### config.mk
export PLATFORM = sky130hd
export DESIGN_NAME = data_cache_controller_flat
export DESIGN_NICKNAME = d
export VERILOG_FILES = /design/src/rtl/cache_pkg.sv /design/src/rtl/data_cache_controller_if.sv /design/src/rtl/load_store_align.sv /design/src/rtl/data_cache_controller.sv /design/src/flat_wrapper.sv
export SDC_FILE = /design/constraint.sdc
export NUM_CORES = 2
export LEC_CHECK = 0
export CAP_MARGIN = 20
export CELL_PAD_IN_SITES_DETAIL_PLACEMENT = 0
export CELL_PAD_IN_SITES_GLOBAL_PLACEMENT = 1
export CORE_ASPECT_RATIO = 0.8
export CORE_MARGIN = 8
export CORE_UTILIZATION = 46
export DETAILED_ROUTE_END_ITERATION = 10
export PLACE_DENSITY = 0.74
export REMOVE_ABC_BUFFERS = 1
export SYNTH_ARGS = -nofsm -noshare
export SYNTH_HDL_FRONTEND = slang
export SYNTH_SLANG_ARGS = --single-unit
### constraint.sdc
create_clock -name CLK -period 12.45 [get_ports CLK]
set_input_delay 1.245 -clock CLK [delete_from_list [all_inputs] [get_ports CLK]]
set_output_delay 1.245 -clock CLK [all_outputs]
set_load 0.03 [all_outputs]
### src/rtl/cache_pkg.sv
// rtl/cache_pkg.sv - shared op codes, FSM encoding and geometry for the data cache
package cache_pkg;

  localparam int LINES = 8;
  localparam int IDX_W = $clog2(LINES);
  localparam int TAG_W = 32 - 4 - IDX_W;

  localparam logic [3:0] RW_LB  = 4'b1000;
  localparam logic [3:0] RW_LH  = 4'b1001;
  localparam logic [3:0] RW_LW  = 4'b1010;
  localparam logic [3:0] RW_SB  = 4'b1011;
  localparam logic [3:0] RW_LBU = 4'b1100;
  localparam logic [3:0] RW_LHU = 4'b1101;
  localparam logic [3:0] RW_SH  = 4'b1110;
  localparam logic [3:0] RW_SW  = 4'b1111;

  localparam logic [1:0] ST_IDLE      = 2'd0;
  localparam logic [1:0] ST_WRITEBACK = 2'd1;
  localparam logic [1:0] ST_ALLOCATE  = 2'd2;
  localparam logic [1:0] ST_UPDATE    = 2'd3;

endpackage

### src/rtl/data_cache_controller_if.sv
// rtl/data_cache_controller_if.sv - 128-bit block handshake between cache and main memory
interface data_cache_controller_if;

  logic         MEM_READ;
  logic         MEM_WRITE;
  logic [27:0]  MEM_ADDRESS;
  logic [127:0] MEM_WRITEDATA;
  logic [127:0] MEM_READDATA;
  logic         MEM_BUSYWAIT;

  modport master (
    output MEM_READ, MEM_WRITE, MEM_ADDRESS, MEM_WRITEDATA,
    input  MEM_READDATA, MEM_BUSYWAIT
  );

  modport slave (
    input  MEM_READ, MEM_WRITE, MEM_ADDRESS, MEM_WRITEDATA,
    output MEM_READDATA, MEM_BUSYWAIT
  );

endinterface

### src/rtl/load_store_align.sv
// rtl/load_store_align.sv - load extraction/extension and store byte-lane merge for one line
module load_store_align
  import cache_pkg::*;
(
  input  logic [3:0]   rw,
  input  logic [3:0]   offset,
  input  logic [127:0] line,
  input  logic [31:0]  store_data,
  output logic [31:0]  load_data,
  output logic [127:0] store_line,
  output logic [15:0]  lane_mask
);

  logic [7:0]   sel_byte;
  logic [15:0]  sel_half;
  logic [31:0]  sel_word;
  logic [127:0] lane_data;

  // Low offset bits below the access size are dropped, so misaligned accesses round down.
  assign sel_byte = line[{offset, 3'b000} +: 8];
  assign sel_half = line[{offset[3:1], 4'b0000} +: 16];
  assign sel_word = line[{offset[3:2], 5'b00000} +: 32];

  always_comb begin
    load_data = '0;
    lane_mask = '0;
    lane_data = '0;
    case (rw)
      RW_LB:   load_data = {{24{sel_byte[7]}}, sel_byte};
      RW_LBU:  load_data = {24'd0, sel_byte};
      RW_LH:   load_data = {{16{sel_half[15]}}, sel_half};
      RW_LHU:  load_data = {16'd0, sel_half};
      RW_LW:   load_data = sel_word;
      RW_SB: begin
        lane_mask = 16'h0001 << offset;
        lane_data = {16{store_data[7:0]}};
      end
      RW_SH: begin
        lane_mask = 16'h0003 << {offset[3:1], 1'b0};
        lane_data = {8{store_data[15:0]}};
      end
      RW_SW: begin
        lane_mask = 16'h000F << {offset[3:2], 2'b00};
        lane_data = {4{store_data}};
      end
      default: ;
    endcase
  end

  always_comb begin
    store_line = line;
    for (int i = 0; i < 16; i++) begin
      if (lane_mask[i]) store_line[i*8 +: 8] = lane_data[i*8 +: 8];
    end
  end

endmodule

### src/rtl/data_cache_controller.sv
// rtl/data_cache_controller.sv - direct-mapped write-back write-allocate data cache with refill FSM
module data_cache_controller
  import cache_pkg::*;
(
  input  logic                   CLK,
  input  logic                   RESET,
  input  logic [3:0]             READ_WRITE,
  input  logic [31:0]            ADDRESS,
  input  logic [31:0]            DATA_IN,
  output logic [31:0]            DATA_OUT,
  output logic                   BUSYWAIT,
  data_cache_controller_if.master mem
);

  logic [127:0]     data_arr [LINES];
  logic [TAG_W-1:0] tag_arr  [LINES];
  logic [LINES-1:0] valid;
  logic [LINES-1:0] dirty;
  logic [1:0]       state;
  logic [1:0]       state_nxt;
  logic [127:0]     fill_buf;

  logic [IDX_W-1:0] idx;
  logic [TAG_W-1:0] tag;
  logic             access;
  logic             hit;
  logic             idle_hit;
  logic [31:0]      load_data;
  logic [127:0]     store_line;
  logic [15:0]      lane_mask;

  assign idx      = ADDRESS[4 +: IDX_W];
  assign tag      = ADDRESS[31 -: TAG_W];
  assign access   = READ_WRITE[3];
  assign hit      = valid[idx] && (tag_arr[idx] == tag);
  assign idle_hit = access && hit && (state == ST_IDLE);

  load_store_align u_align (
    .rw         (READ_WRITE),
    .offset     (ADDRESS[3:0]),
    .line       (data_arr[idx]),
    .store_data (DATA_IN),
    .load_data  (load_data),
    .store_line (store_line),
    .lane_mask  (lane_mask)
  );

  assign DATA_OUT = idle_hit ? load_data : 32'd0;
  assign BUSYWAIT = access && !idle_hit;

  assign mem.MEM_READ      = (state == ST_ALLOCATE);
  assign mem.MEM_WRITE     = (state == ST_WRITEBACK);
  assign mem.MEM_ADDRESS   = (state == ST_WRITEBACK) ? {tag_arr[idx], idx} : ADDRESS[31:4];
  assign mem.MEM_WRITEDATA = data_arr[idx];

  always_comb begin
    state_nxt = state;
    case (state)
      ST_IDLE: begin
        if (access && !hit)
          state_nxt = (valid[idx] && dirty[idx]) ? ST_WRITEBACK : ST_ALLOCATE;
      end
      ST_WRITEBACK: if (!mem.MEM_BUSYWAIT) state_nxt = ST_ALLOCATE;
      ST_ALLOCATE:  if (!mem.MEM_BUSYWAIT) state_nxt = ST_UPDATE;
      default:      state_nxt = ST_IDLE;
    endcase
  end

  // Data and tag arrays are deliberately left untouched by reset; valid gates them.
  always_ff @(posedge CLK) begin
    if (RESET) begin
      state <= ST_IDLE;
      valid <= '0;
      dirty <= '0;
    end else begin
      state <= state_nxt;
      if (state == ST_ALLOCATE && !mem.MEM_BUSYWAIT)
        fill_buf <= mem.MEM_READDATA;
      if (state == ST_UPDATE) begin
        data_arr[idx] <= fill_buf;
        tag_arr[idx]  <= tag;
        valid[idx]    <= 1'b1;
        dirty[idx]    <= 1'b0;
      end else if (idle_hit && (|lane_mask)) begin
        data_arr[idx] <= store_line;
        dirty[idx]    <= 1'b1;
      end
    end
  end

endmodule

### src/flat_wrapper.sv
// flat-port wrapper written by rule: the top's interface ports become plain ports
module data_cache_controller_flat import cache_pkg::*;
  (CLK, RESET, READ_WRITE, ADDRESS, DATA_IN, DATA_OUT, BUSYWAIT, mem_MEM_READ, mem_MEM_WRITE, mem_MEM_ADDRESS, mem_MEM_WRITEDATA, mem_MEM_READDATA, mem_MEM_BUSYWAIT);
  data_cache_controller_if mem_i ();
  input  logic CLK;
  input  logic RESET;
  input  logic [3:0] READ_WRITE;
  input  logic [31:0] ADDRESS;
  input  logic [31:0] DATA_IN;
  output logic [31:0] DATA_OUT;
  output logic BUSYWAIT;
  output wire logic [$bits(mem_i.MEM_READ)-1:0] mem_MEM_READ;
  output wire logic [$bits(mem_i.MEM_WRITE)-1:0] mem_MEM_WRITE;
  output wire logic [$bits(mem_i.MEM_ADDRESS)-1:0] mem_MEM_ADDRESS;
  output wire logic [$bits(mem_i.MEM_WRITEDATA)-1:0] mem_MEM_WRITEDATA;
  input wire logic [$bits(mem_i.MEM_READDATA)-1:0] mem_MEM_READDATA;
  input wire logic [$bits(mem_i.MEM_BUSYWAIT)-1:0] mem_MEM_BUSYWAIT;
  assign mem_MEM_READ = mem_i.MEM_READ;
  assign mem_MEM_WRITE = mem_i.MEM_WRITE;
  assign mem_MEM_ADDRESS = mem_i.MEM_ADDRESS;
  assign mem_MEM_WRITEDATA = mem_i.MEM_WRITEDATA;
  assign mem_i.MEM_READDATA = mem_MEM_READDATA;
  assign mem_i.MEM_BUSYWAIT = mem_MEM_BUSYWAIT;
  data_cache_controller u_core (.CLK(CLK), .RESET(RESET), .READ_WRITE(READ_WRITE), .ADDRESS(ADDRESS), .DATA_IN(DATA_IN), .DATA_OUT(DATA_OUT), .BUSYWAIT(BUSYWAIT), .mem(mem_i));
endmodule
-- Yosys cells after proc, flatten, opt, wreduce, memory -nomap -nowiden
Memories as Yosys holds them, arrays and structs flattened.
Index checks and enable logic that the tools add are counted.
- flip-flop bits (word level): 146
- RAM bits: 1224
- output and inout port bits: 191
- memories: 2
- memories (name ; words ; width ; read ports ; clocked after memory_dff ; wr ports ; RTL line ; RTL):
    u_core.data_arr ; 8 ; 128 ; 1 ; 0 ; 1 ; data_cache_controller.sv:15 ; logic [127:0] data_arr [LINES];
    u_core.tag_arr ; 8 ; 25 ; 1 ; 0 ; 1 ; data_cache_controller.sv:16 ; logic [TAG_W-1:0] tag_arr [LINES];
- magnitude comparators: 2
- eq/ne operators: 15
- shift operators: 6
- mux-type cells: 42
- bitwise operators: 6
- reductions and logical operators: 17
- operator list (cell ; number):
    128-bit one-hot mux with 3 select lines ; 1
    32-bit one-hot mux with 5 select lines ; 1
    8-bit two-way mux ; 18
    128-bit two-way mux ; 1
    128-bit by 8-bit variable part select with 16-bit output ; 1
    128-bit by 8-bit variable part select with 32-bit output ; 1
    128-bit by 8-bit variable part select with 8-bit output ; 1
    16-bit one-hot mux with 3 select lines ; 1
    4-bit == test (second input constant) ; 8
    32-bit two-way mux ; 1
    28-bit two-way mux ; 1
    25-bit == test ; 1
    8-bit OR ; 2
    16-bit OR reduction ; 1
    1-bit by 4-bit left shift with 16-bit output (first input constant) ; 1
    2-bit by 4-bit left shift with 16-bit output (first input constant) ; 1
    4-bit by 4-bit left shift with 16-bit output (first input constant) ; 1
    1-bit two-way mux ; 10
    1-bit logical AND ; 9
    8-bit AND ; 1
    2-bit two-way mux ; 4
    8-bit inverter ; 1
    1-bit binary-select mux with 3-bit select ; 2
    2-bit != test (second input constant) ; 3
    other kinds (13) ; 16

-- Depth between registers and ports, before layout
- depth in word-level cells: 11
- depth in mapped cells: 15
- gate-level depth less buffers: 9

-- Cells and area by module
Synthesis repeated with hierarchy kept, for this count alone.
- cells, all modules: 3299
- area total of the unflattened synthesis: 57221.1 µm²
- modules (own cells, without submodules) (module ; instances ; cells an instance ; area each (µm²) ; sequential area each (µm²)):
    data_cache_controller ; 1 ; 2701 ; 51461.9 ; 40959.3
    load_store_align ; 1 ; 598 ; 5759.3 ; 0.0

-- Least setup slack after synthesis
No wires, ideal clock.
- kind: in2reg
- start: input port ADDRESS[6]
- end: memory u_core.data_arr[3][0], enable pin
- library setup time: 0.771 ns
- arrival: 11.871 ns
- path slack: -0.192 ns
- stages on the path: 9
- buffers on the path: 1
- path through: buf_4 -> mux2_2 -> mux4_2 -> or3_1 -> a211oi_1 -> nand4_1 -> nor4_1 -> o21bai_1 -> nor3_1
- longest elaborated chain between the ends: 11
- elaborated cells on any way between the ends: 13
- RTL lines (item ; RTL line ; RTL):
    start: declaration ; flat_wrapper.sv:8 ; input logic [31:0] ADDRESS;
    memory read 8 x 25 bit / 1-bit binary-select mux with 3-bit select (equally long branches) ; n/a ;
    25-bit == test / 1-bit two-way mux (equally long branches) ; data_cache_controller.sv:35 ; assign hit = valid[idx] && (tag_arr[idx] == tag);
    1-bit logical AND ; data_cache_controller.sv:35 ;
    1-bit logical AND (2 in series) ; data_cache_controller.sv:36 ; assign idle_hit = access && hit && (state == ST_IDLE);
    1-bit logical AND ; data_cache_controller.sv:84 ; end else if (idle_hit && (|lane_mask)) begin
    1-bit two-way mux ; data_cache_controller.sv:84 ;
    1-bit two-way mux ; data_cache_controller.sv:79 ; if (state == ST_UPDATE) begin
    1-bit two-way mux ; data_cache_controller.sv:71 ; if (RESET) begin
    1-bit two-way mux (not written as such) ; data_cache_controller.sv:85 ; data_arr[idx] <= store_line;
    1-bit OR (no source line) ; n/a ;
    end: declaration ; data_cache_controller.sv:15 ;
Several ways; a longest one is shown, not always the timed one. The select of a mux whose other input is x is not followed.

-- Final worst setup path
- start: input port ADDRESS[4]
- end: output port DATA_OUT[6]
- longest elaborated chain between the ends: 6
- elaborated cells on any way between the ends: 13
- RTL lines (item ; RTL line ; RTL):
    parallel branches: the longest is 5 deep, another holds memory read 8 x 128 bit ; n/a ;
    32-bit two-way mux * ; data_cache_controller.sv:48 ; assign DATA_OUT = idle_hit ? load_data : 32'd0;
    end: declaration ; flat_wrapper.sv:10 ; output logic [31:0] DATA_OUT;
Every way passes the cells marked *. The select of a mux whose other input is x is not followed.

==> impl_metrics.tcl <==
set metrics [dict create \
    ctsResizeCount 0 \
    die_width_um 412 \
    ys_warn_count 0 \
    post-route-util 0.547 \
    dp_hpwl_um 117000 \
    fin_nets 4158 \
    outcome "finished clean" \
    clock.fmax_mhz 119 \
    pin_count 390 \
    first_pass_iters 6 \
    cap_violations 0 \
    rr_startpoint "u_core.tag_arr[4][6]$_DFFE_PP_" \
    drt_iter0_drc 4897 \
    htreeDepth 4 \
    grt_antenna_before_repair 7 \
    die_y_um 333 \
    setup-tns-final_ns 0 \
    grt_max_degree 129 \
    hold_start "u_core.valid[1]$_SDFFE_PP0N_" \
    yosysTopAreaCell "edfxtp_1" \
    worstReg2RegEnd "u_core.data_arr[0][21]$_DFFE_PP_" \
    final_common_cell "edfxtp_1" \
    grt_pass1_wl_um 269000 \
    postRouteWirelength_um 194000 \
    gp_congestion 0.868 \
    io_buffers 389 \
    final_cell_mix "edfxtp_1, clkdlybuf4s50_1, nand2_1, mux2_2, mux2i_1" \
    synth_top_family_by_area "multiplexers" \
    die-area_mm2 0.137 \
    rrSetupSlack_ns 7.03 \
    synth_xor_area_frac 0.00182 \
    drcViolationCount 0 \
    core-area_mm2 0.125 \
    synth_top_area_share 0.704 \
    placed_area_mm2 0.0637 \
    std_cell_rows 116 \
    swShare 0.242 \
    required_ns 11.20 \
    power_leakage_nw 22.8 \
    cp-end-kind "output port" \
    cts_tree "done" \
    cts_buffers 138 \
    cp-start-kind "input pin" \
    final_antenna_net_count 0 \
    async_reset_ff_frac 0 \
    p_clk_frac 0.401 \
    ir_worst_vdd_mv 0.0953 \
    whs_endpoint "u_core.valid[1]$_SDFFE_PP0N_" \
    syn_avg_cell_area_um2 16.2 \
    clk_latency_ns 0.79 \
    synth.cell_area_mm2 0.0577 \
    clk_path_buf_depth 3 \
    synthCells 3550 \
    ctsRootBufferMaster "clkbuf_16" \
    drt-vias-per-instance 6.38 \
    hold_violations 0 \
    synth-seq-cells 1370 \
    synthAdderAreaFrac 0.000868 \
    p_int_mw 8.00 \
    p_sw_mw 2.55 \
    fin_area_mm2 0.0683 \
    cts_hold_buf 0 \
    crit_type "in2out" \
    synth_simple_gate_area_frac 0.0395 \
    start_util 0.462 \
    wl_per_cell_um 33.9 \
    crit_fanout 40 \
    min_path_type "reg2reg" \
    setup-violations-final 0 \
    yosys.cell_types.count 70 \
    muxShareOfSynthArea 0.131 \
    hold_depth 2 \
    reg2reg_depth 10 \
    grt_setup_unrepaired "false" \
    maxSlewViolCount 0 \
    combPwrFrac 0.108 \
    cts_sinks 1370 \
    final_layout_size_suffix_gt1_frac 0.186 \
    clkSlewWorstSetupHoldPaths_ns 0.06 \
    hold_slack_ns 0.467 \
    arrival_ns 7.17 \
    yosysSeqAreaShare 0.710 \
    relSlewSlack 0.100 \
    period_needed_ns 8.41 \
    grt_usage 0.274 \
    synth_area_leaders "edfxtp_1, mux2_2, mux2i_1, mux4_2, mux2_4" \
    num_vias 36500 \
    period_share 0.676 \
    grt_pass1_vias 35000 \
    finalClockSkew_ns 0.0530 \
    syn2layout_area_growth_pct 18.4 \
    synth_edf_count 1352 \
    power.density_mw_per_mm2 155 \
    synth_compound_area_frac 0.0931 \
    overflow 0 \
    p_total_mw 10.6 \
    power_frac_seq 0.492 \
    worst_slew_pin_slew_ns 1.35 \
    ys.flop_type "edfxtp_1" \
    postCtsSetupBuffers 0 \
]
==> worst max-delay path: stages <==
cell and delay (ns):
clkbuf_8 0.33, buf_4 0.62, nor2b_4 0.93, a22o_1 0.32, nor3_1 0.07, nor4_1 0.39, nand4_1 0.23, nor4_4 0.24
buf_4 0.26, nand3_2 0.37, buf_4 0.44, a31oi_1 0.75, clkdlybuf4s50_1 0.83
==> cell families after synthesis <==
logic type,Yosys count
flops,1370
compound gates,766
mux,580
simple gates,525
buf+inv,293
xor+xnor,12
fa+ha+maj,4
==> power groups by stage <==
stage	registers (mW)	logic, mW	clock network [mW]
2_1_floorplan	5.29	0.553	0
3_3_place_gp	5.28	1.11	0
3_5_place_dp	5.29	1.12	0
4_1_cts	5.19	1.13	4.27
5_1_grt	5.19	1.19	4.43
6_report	5.19	1.13	4.23
==> final cells by class <==
class	instances	area, um^2
multi-input combinational	1887	15600
inverter	58	220
clock buffer	163	3720
clock inverter	85	838
timing repair buffer	500	4890
fill	9948	56500
antenna	2	5.00
tap	1652	2070
sequential	1370	41000
==> state kept, by name (all words and copies together) (netlist names), named ones only <==
register and count:
u_core.data_arr 1024, u_core.fill_buf 128, u_core.state 2, u_core.tag_arr 200, u_core.valid 8
==> per-stage QoR <==
step | worst slack (ns) | std cells
global placement | 4.22 | 5462
floorplan | -0.520 | 3315
CTS | 4.22 | 5712
global route | 3.81 | 5715
detailed placement | 4.23 | 5464
finish | 4.04 | 5717
==> how the worst max path moves through the flow <==
stage / startpoint / end / depth (start not counted) / slack, ns
detailed placement: ADDRESS[4] / DATA_OUT[6] / 13 / 4.23
CTS: ADDRESS[4] / DATA_OUT[6] / 13 / 4.22
floorplan: ADDRESS[4] / u_core.data_arr[3][0]$_DFFE_PP_ / 8 / -0.52
global placement: ADDRESS[4] / DATA_OUT[6] / 13 / 4.22
global route: ADDRESS[4] / DATA_OUT[6] / 13 / 3.81
finish: ADDRESS[4] / DATA_OUT[6] / 13 / 4.04
==> metal layers <==
metal,share of wire,global-route usage,vias up
li1,-,-,15100
met1,0.39,0.380,18600
met2,0.44,0.411,2355
met3,0.12,0.0739,403
met4,0.043,0.110,10
met5,0.00036,0,-
==> cell usage after synthesis, types with 12 or more instances <==
cell	number
buf_1	26
nand3_1	24
o22ai_1	50
buf_4	16
nand2_1	222
o21ai_0	141
xnor2_1	12
a221o_1	23
mux2i_1	196
buf_6	14
a22o_1	28
inv_1	53
clkbuf_1	125
dfxtp_1	18
mux2_2	197
nor3_1	31
o2bb2ai_1	28
a222oi_1	15
a221oi_1	128
edfxtp_1	1352
mux2_4	108
a211oi_1	16
nor4_1	14
o211ai_1	13
buf_2	54
a21oi_1	120
nor2_1	169
mux4_2	78
o21a_1	12
a22oi_1	118
a31oi_1	30
(Power assumes the default switching activity.)
